## src/rtl/operand_fetch.sv

```systemverilog
// Operand fetch stage: reads two source operands through the register
// file's single read port and hands them to execute via valid/ready.
module operand_fetch #(
   parameter int DATA_W = 33,
   parameter int SEL_W  = 6,
   parameter int TAG_W  = 32
) (
   input  logic              clk,
   input  logic              rst,
   input  logic              in_valid,
   output logic              in_ready,
   input  logic [SEL_W-1:0]  in_rs,
   input  logic [SEL_W-1:0]  in_rt,
   input  logic [TAG_W-1:0]  in_tag,
   output logic [SEL_W-1:0]  rf_rsel,
   input  logic [DATA_W-1:0] rf_rdata,
   input  logic              rf_wen,
   input  logic [SEL_W-1:0]  rf_wsel,
   input  logic [DATA_W-1:0] rf_wdata,
   output logic              out_valid,
   input  logic              out_ready,
   output logic [DATA_W-1:0] out_a,
   output logic [DATA_W-1:0] out_b,
   output logic [TAG_W-1:0]  out_tag
);

   typedef enum logic [2:0] {
      IDLE,
      REQ_A,
      REQ_B,
      CAP_B,
      OUT
   } state_t;

   state_t state, state_nx;

   logic [SEL_W-1:0]  rs_q, rt_q;
   logic [TAG_W-1:0]  tag_q, otag_q;
   logic [DATA_W-1:0] a_q, b_q, oa_q;
   logic              a_done;
   logic [DATA_W-1:0] a_cap, b_cap;
   logic              accept, load_a, load_out;

   always_ff @(posedge clk or negedge rst) begin
      if (!rst) state <= IDLE;
      else      state <= state_nx;
   end

   always_comb begin
      state_nx  = state;
      in_ready  = 1'b0;
      out_valid = 1'b0;
      rf_rsel   = '0;
      unique case (state)
         IDLE: begin
            in_ready = 1'b1;
            if (in_valid) state_nx = REQ_A;
         end
         REQ_A: begin
            rf_rsel = rs_q;
            if (!rf_wen) state_nx = REQ_B;
         end
         REQ_B: begin
            rf_rsel = rt_q;
            if (!rf_wen) state_nx = CAP_B;
         end
         CAP_B: begin
            rf_rsel  = rt_q;
            state_nx = OUT;
         end
         OUT: begin
            out_valid = 1'b1;
            if (out_ready) state_nx = IDLE;
         end
         default: state_nx = IDLE;
      endcase
   end

   // Selector 0 reads as zero; a same-cycle write to the selector wins.
   always_comb begin
      a_cap = rf_rdata;
      b_cap = rf_rdata;
      if (rs_q == '0)
         a_cap = '0;
      else if (rf_wen && rf_wsel == rs_q)
         a_cap = rf_wdata;
      if (rt_q == '0)
         b_cap = '0;
      else if (rf_wen && rf_wsel == rt_q)
         b_cap = rf_wdata;
   end

   assign accept   = (state == IDLE) && in_valid;
   assign load_a   = (state == REQ_B) && !a_done;
   assign load_out = (state == CAP_B);

   always_ff @(posedge clk or negedge rst) begin
      if (!rst) begin
         rs_q   <= '0;
         rt_q   <= '0;
         tag_q  <= '0;
         a_q    <= '0;
         a_done <= 1'b0;
      end else begin
         if (accept) begin
            rs_q   <= in_rs;
            rt_q   <= in_rt;
            tag_q  <= in_tag;
            a_done <= 1'b0;
         end
         if (load_a) begin
            a_q    <= a_cap;
            a_done <= 1'b1;
         end
      end
   end

   // Output registers load only on entry to OUT so they never glitch.
   always_ff @(posedge clk or negedge rst) begin
      if (!rst) begin
         oa_q   <= '0;
         b_q    <= '0;
         otag_q <= '0;
      end else if (load_out) begin
         oa_q   <= a_q;
         b_q    <= b_cap;
         otag_q <= tag_q;
      end
   end

   assign out_a   = oa_q;
   assign out_b   = b_q;
   assign out_tag = otag_q;

endmodule

```

## config.mk

```make
export PLATFORM = sky130hd
export DESIGN_NAME = operand_fetch
export DESIGN_NICKNAME = d
export VERILOG_FILES = /design/src/rtl/operand_fetch.sv
export SDC_FILE = /design/constraint.sdc
export NUM_CORES = 1
export LEC_CHECK = 0
export CORE_UTILIZATION = 40
export CTS_CLUSTER_SIZE = 30
export DETAILED_ROUTE_END_ITERATION = 10
export MAX_ROUTING_LAYER = met4
export PLACE_DENSITY = 0.69
export SYNTH_ARGS = -nofsm -noshare
export SYNTH_HDL_FRONTEND = slang
export SYNTH_SLANG_ARGS = --single-unit
```

## constraint.sdc

```tcl
create_clock -name clk -period 2.2 [get_ports clk]
set_input_delay 0.44 -clock clk [delete_from_list [all_inputs] [get_ports clk]]
set_output_delay 0.44 -clock clk [all_outputs]
set_load 0.01 [all_outputs]
```

==> results of run 1 <==
==> cells by family after synthesis <==
group                  after synthesis  share of synthesized area [%]
multiplexers                        45                          6.352
buffers and inverters               74                          4.198
XOR/XNOR                            12                          1.321
flip-flops                         179                          56.29
AO/OA/AOI/OAI                      109                          11.43
AND/OR/NAND/NOR                    387                          20.41
==> layer usage <==
layer	global-route usage [%]	vias to the layer above
met1	30.88	3331
met3	4.292	28
met5	-	-
met4	8.093	0
met2	37.56	238
li1	-	3204
==> synthesized netlist by cell type (2+ instances only) <==
master	n	area share (%)
a22oi_1	6	0.57
o211ai_2	10	1.6
nand3_1	34	2.1
buf_1	8	0.38
clkbuf_1	45	2.1
o2111ai_1	33	3.6
nand4_1	34	2.7
dfrtp_1	179	56
xor2_1	3	0.33
nor2_1	11	0.52
nand2_1	295	14
mux2_2	5	0.71
xnor2_1	9	0.99
inv_1	2	0.094
buf_6	5	0.71
nor3_1	3	0.19
nor4_1	2	0.16
mux2_1	39	5.5
o211ai_1	56	5.3
and2_1	2	0.16
buf_2	12	0.75
==> state kept, by name, indices dropped and copies added, names as in the netlist <==
name and count:
a_done 1, out_b 33, state 3, rs_q 6
out_tag 32, out_a 33, tag_q 32, a_q 33
rt_q 6
==> stage by stage <==
stage / cells / util, %
after CTS: 1288 / 57.69
after global routing: 1289 / 57.70
after detailed placement: 1254 / 54.60
final: 1289 / 57.70
after floorplan: 806 / -
after global placement: 1254 / 54.60
==> timing repair <==
| action | CTS | global route |
|---|---|---|
| buffers inserted | 1 | 0 |
| setup endpoints to repair | 8 | 0 |
| hold endpoints to repair | 33 | 0 |
| hold buffers | 1 | 0 |
| resized for setup | 10 | 0 |
==> how the worst min path moves through the flow <==
stage	end	slack [ns]	startpoint	cells after the start
after floorplan	a_done	0.14	rst	0
after global placement	out_tag[6]	0.43	rst	1
after detailed placement	out_tag[1]	0.43	rst	1
after CTS	out_tag[2]	0.46	tag_q[2]	2
after global routing	out_tag[12]	0.48	tag_q[12]	2
final	out_tag[29]	0.46	tag_q[29]	2
==> critical path, cell delays in order (launching register included) <==
cell and delay, ns:
dfrtp_2 0.42, inv_2 0.09, nor2_1 0.05, buf_4 0.15, a22oi_1 0.16, nor2_1 0.07
dlygate4sd2_1 0.28
==> power by group <==
part	switching [uW]	internal, uW
clock	1400	1660
sequential	1000	4940
combinational	3340	3350
==> layout make-up <==
cell class	count	area [um2]	area share [%]
Tap cell	265	331.6	2.952
Clock buffer	19	452.9	4.033
Timing Repair Buffer	256	2644	23.54
Antenna cell	1	2.502	0.02228
Clock inverter	13	138.9	1.237
Sequential cell	179	4482	39.91
Multi-Input combinational cell	553	3168	28.21
Inverter	3	11.26	0.1003
==> reports/results.ini, run 1 <==
[drt]
met2_length_um=11130
wl_met3_um=1409
dr.max_layer_used=met4
drtAntennaViolNets=0
drt_iter0_drc=467
wl_met1_um=9771
firstDrtPassIters=5
vias=6801
vias_per_cell=5.276
drc_errors=0
finalWirelength_um=22720
routedWlPerCell_um=17.63

[synth]
async_flop_share_pct=100.0
synth_fp_nets=927
synth_ff_type=dfrtp_1
seq_area_frac_synth_pct=56.29
syn-cell-area_um2=7958
yosys_warnings=0
syn_avg_cell_area_um2=9.873
postSynthCellCount=806
ys_ff_latch=179
synth_edf_count=0
synth.distinct_cells=34

[clocking]
clockBufferDepth=2
insertion_delay_ns=0.43
clk_pin_slew_ns=0.07
htreeDepth=4
cts-root-buf=clkbuf_16
tritoncts=done
clock-sinks=179
cts_buffers=17

[floorplan]
die_y_um=143.0
fp-row-count=51
core_area_um2=19460
initial_utilization_pct=40.89
die_area_um2=20460
ioPinCount=227
fp.dieW_um=143.0

[timing]
finalSetupViolCount=0
rsz0062_at_grt=false
hold_ws_ns=0.4621
period_share_pct=94.96
fmax_ghz=0.4787
fin_crit_ns=2.089
fin_tns_setup_ns=0
clock_skew_ns=0.008903
worst_pin_slew_ns=0.6910
finalWorstSetupSlack_ns=0.1108
slew_headroom_pct=53.93
hold_violations=0
slew_viol_final=0

[place]
dp_hpwl_um=15060
portBuffers=226
dp_worst_setup_slack_ns=0.1111
gp_congestion=0.8456
placed_area_um2=10630

[layout]
syn2layout_area_growth_pct=41.13
layout_commonest_cell=nand2_1
stdcell_area_um2=11230
drive_gt1_share_pct=8.407
num-nets-final=1131
layout_common_cells=nand2_1 (294), clkdlybuf4s50_1 (217), dfrtp_1 (177), o211ai_1 (56), mux2_1 (39)
fillCellCount=1733

[setup_path]
rrSetupSlack_ns=0.16
cp-startpoint=state[0]
crit_end=rf_rsel[1]
r2r-end=a_q[22]
critPathRequiredTime_ns=1.76
start_kind=flop
worstRegToRegCells=6
r2r-start=state[0]
endpoint_kind=primary output
worst-path-max-fanout=6
cp.arrival_ns=1.65
critical_path_class=flop to primary output

[global_routing]
antenna_found_initial=1
grt_first_pass_wirelength_um=36540
grt_pass1_vias=6804
grt_usage_pct=23.82
grt-ovfl-total=0
grt_max_degree=67

[power]
cellLeakagePower_uw=0.004813
finalPower_uw=15690
ir_drop_uv=630.3
powerDensity_nw_per_um2=1397

[min_path]
hold_class=flop to flop

[run]
cap_violations=0

[outcome]
status=complete, no violations

Power figures use the tool's default switching activity.
==> inputs of run 2 (changes only) <==
Settings changed: CORE_UTILIZATION 40 to 48, PLACE_DENSITY 0.69 to 0.8, SETUP_SLACK_MARGIN from default to 0.02.
==> reports/results.ini, run 2 (same netlist as run 1, synthesis figures left out) <==
[outcome]
status=complete, no violations

[setup_path]
critPathRequiredTime_ns=2.54  ; +0.78 ns
critical_path_class=flop to flop
start_kind=flop
cp.arrival_ns=2.43  ; +0.78 ns
rrSetupSlack_ns=0.11  ; -0.05 ns
worst-path-max-fanout=26  ; +20
r2r-end=a_q[19]
r2r-start=state[0]
endpoint_kind=flop
timing.critical_path.mode_cell=buf_4
slowest_delay_ns=0.59  ; +0.17 ns
cp_slowest_cell=or4b_1
path_cells=buf_4, buf_4, or4b_1, a21oi_4, buf_6, nand4_1, o211ai_2
worstRegToRegCells=7  ; +1

[drt]
drtAntennaViolNets=0  ; unchanged
firstDrtPassIters=6  ; +1
vias_per_cell=5.700  ; +8.0%
vias=7034  ; +3.4%
finalWirelength_um=22440  ; -1.2%
routedWlPerCell_um=18.19  ; +3.2%
drt_iter0_drc=854  ; +83%
drc_errors=0  ; unchanged

[min_path]
hold_class=input pin to async pin

[power]
switchingPower_uw=5695  ; -0.77%
clkPwrFrac_pct=18.6  ; -0.9 points
ir_drop_uv=772.3  ; +23%
powerDensity_nw_per_um2=1407  ; +0.73%
cellLeakagePower_uw=0.004757  ; -1.2%
p_int_uw=9901  ; -0.52%
p_seq_share_pct=38.1  ; +0.2 points
switching_share_pct=36.51  ; -0.059 points
comb_power_share_pct=43.3  ; +0.7 points

[clocking]
cts-root-buf=clkbuf_16
cts_buffers=17  ; unchanged
clockBufferDepth=2  ; unchanged
tritoncts=done
clk_pin_slew_ns=0.07  ; about the same
insertion_delay_ns=0.42  ; about the same
htreeDepth=4  ; unchanged
clock-sinks=179  ; unchanged

[floorplan]
initial_utilization_pct=49.56  ; +8.7 points
ioPinCount=227  ; unchanged
die_area_um2=17100  ; -16%
die_y_um=130.8  ; -8.6%
core_area_um2=16060  ; -17%
fp.dieW_um=130.8  ; -8.6%
fp-row-count=46  ; -9.8%

[place]
gp_congestion=0.8237  ; -2.6%
portBuffers=226  ; unchanged
dp_hpwl_um=14330  ; -4.8%
dp_worst_setup_slack_ns=0.09576  ; -0.01536 ns

[layout]
layout_common_cells=nand2_1 (294), clkdlybuf4s50_1 (217), dfrtp_1 (179), o211ai_1 (56), mux2_1 (39)
diodes=0  ; -1
num-nets-final=1127  ; -0.35%
drive_gt1_share_pct=7.957  ; -0.45 points
layout_commonest_cell=nand2_1
syn2layout_area_growth_pct=39.26
fillCellCount=1168  ; -33%
regArea_um2=4479  ; about the same
multiInputGateArea_um2=3167  ; about the same

[global_routing]
grt-ovfl-total=0  ; unchanged
antenna_found_initial=0  ; -1
grt_usage_pct=28.15  ; +4.3 points
grt_pass1_vias=6946  ; +2.1%
grt_first_pass_wirelength_um=35670  ; -2.4%
grt_max_degree=75  ; +12%

[timing]
slew_headroom_pct=52.95  ; -0.98 points
clock_skew_ns=0.005011  ; -0.003892 ns
finalWorstSetupSlack_ns=0.1099  ; -0.0009420 ns
hold_violations=0  ; unchanged
period_share_pct=95.00  ; about the same
slew_viol_final=0  ; unchanged
fin_crit_ns=2.090  ; +0.0009420 ns
finalSetupViolCount=0  ; unchanged
rsz0062_at_grt=true
fin_tns_setup_ns=0  ; unchanged
worst_pin_slew_ns=0.7057  ; +0.01469 ns
fmax_ghz=0.4784  ; about the same

[run]
cap_violations=0  ; unchanged

==> run 2: metal layers <==
metal | share of wire [%] | GRT usage [%]
met1 | 42 | 37.61
met2 | 48 | 42.64
met3 | 7.4 | 5.334
met4 | 2.5 | 10.89
met5 | 0 | -
==> run 2: worst max-delay path, delay by kind of cell, from the launching register on <==
| family | cells | cell delay [ns] |
|---|---|---|
| DFF | 1 | 0.40 |
| AOI/OAI and AO/OA | 2 | 0.33 |
| buffers and inverters | 3 | 0.52 |
| and+or+nand+nor | 2 | 0.76 |
==> run 2: timing repair <==
item                                    in CTS  in global routing
hold buffers                                 1                  0
setup buffers                                2                  0
gates resized for setup                      8                  7
hold endpoints to repair                    27                  0
endpoints found under the setup margin       8                 16
pin swaps                                    0                  1
==> run 2: layout make-up <==
| cell class | instances | share of cell area, % |
|---|---|---|
| Clock buffer | 19 | 4.087 |
| Clock inverter | 12 | 0.9710 |
| Inverter | 3 | 0.1016 |
| Multi-Input combinational cell | 553 | 28.58 |
| Sequential cell | 179 | 40.42 |
| Tap cell | 216 | 2.439 |
| Timing Repair Buffer | 252 | 23.41 |
==> run 2: worst max path at each step <==
stage / from / to / slack [ns] / cells after the start
after floorplan: state[0] / rs_q[0] / 0.41 / 5
after global routing: state[0] / a_q[4] / 0.008 / 7
final: state[0] / a_q[19] / 0.11 / 7
after CTS: state[0] / a_q[19] / 0.06 / 7
after global placement: rf_wsel[3] / a_q[16] / 0.17 / 6
after detailed placement: rf_wsel[2] / a_q[28] / 0.1 / 6
==> run 2: per-stage QoR <==
stage	cell area [um2]	util (%)	instances	total power (uW)	hold slack (ns)
floorplan	7958	-	806	9327	0.1444
global placement	10510	65.47	1200	12520	0.3396
detailed placement	10510	65.47	1200	12760	0.3430
CTS	11090	69.06	1234	15680	0.4585
global route	11080	69.01	1234	16630	0.4764
finish	11080	69.01	1234	15600	0.4619
==> run 2: power groups by stage <==
stage / logic, uW / registers, uW / clock network, uW
after global placement: 6590 / 5930 / 0
after detailed placement: 6780 / 5970 / 0
after CTS: 6800 / 5930 / 2940
after floorplan: 3160 / 6170 / 0
final: 6760 / 5940 / 2900
after global routing: 7400 / 6130 / 3100
==> inputs of run 3 (changes only) <==
Settings changed: CAP_MARGIN from default to 20.
==> results of run 3 <==
The final DEF is identical to that of run 2; final timing and power are the same.
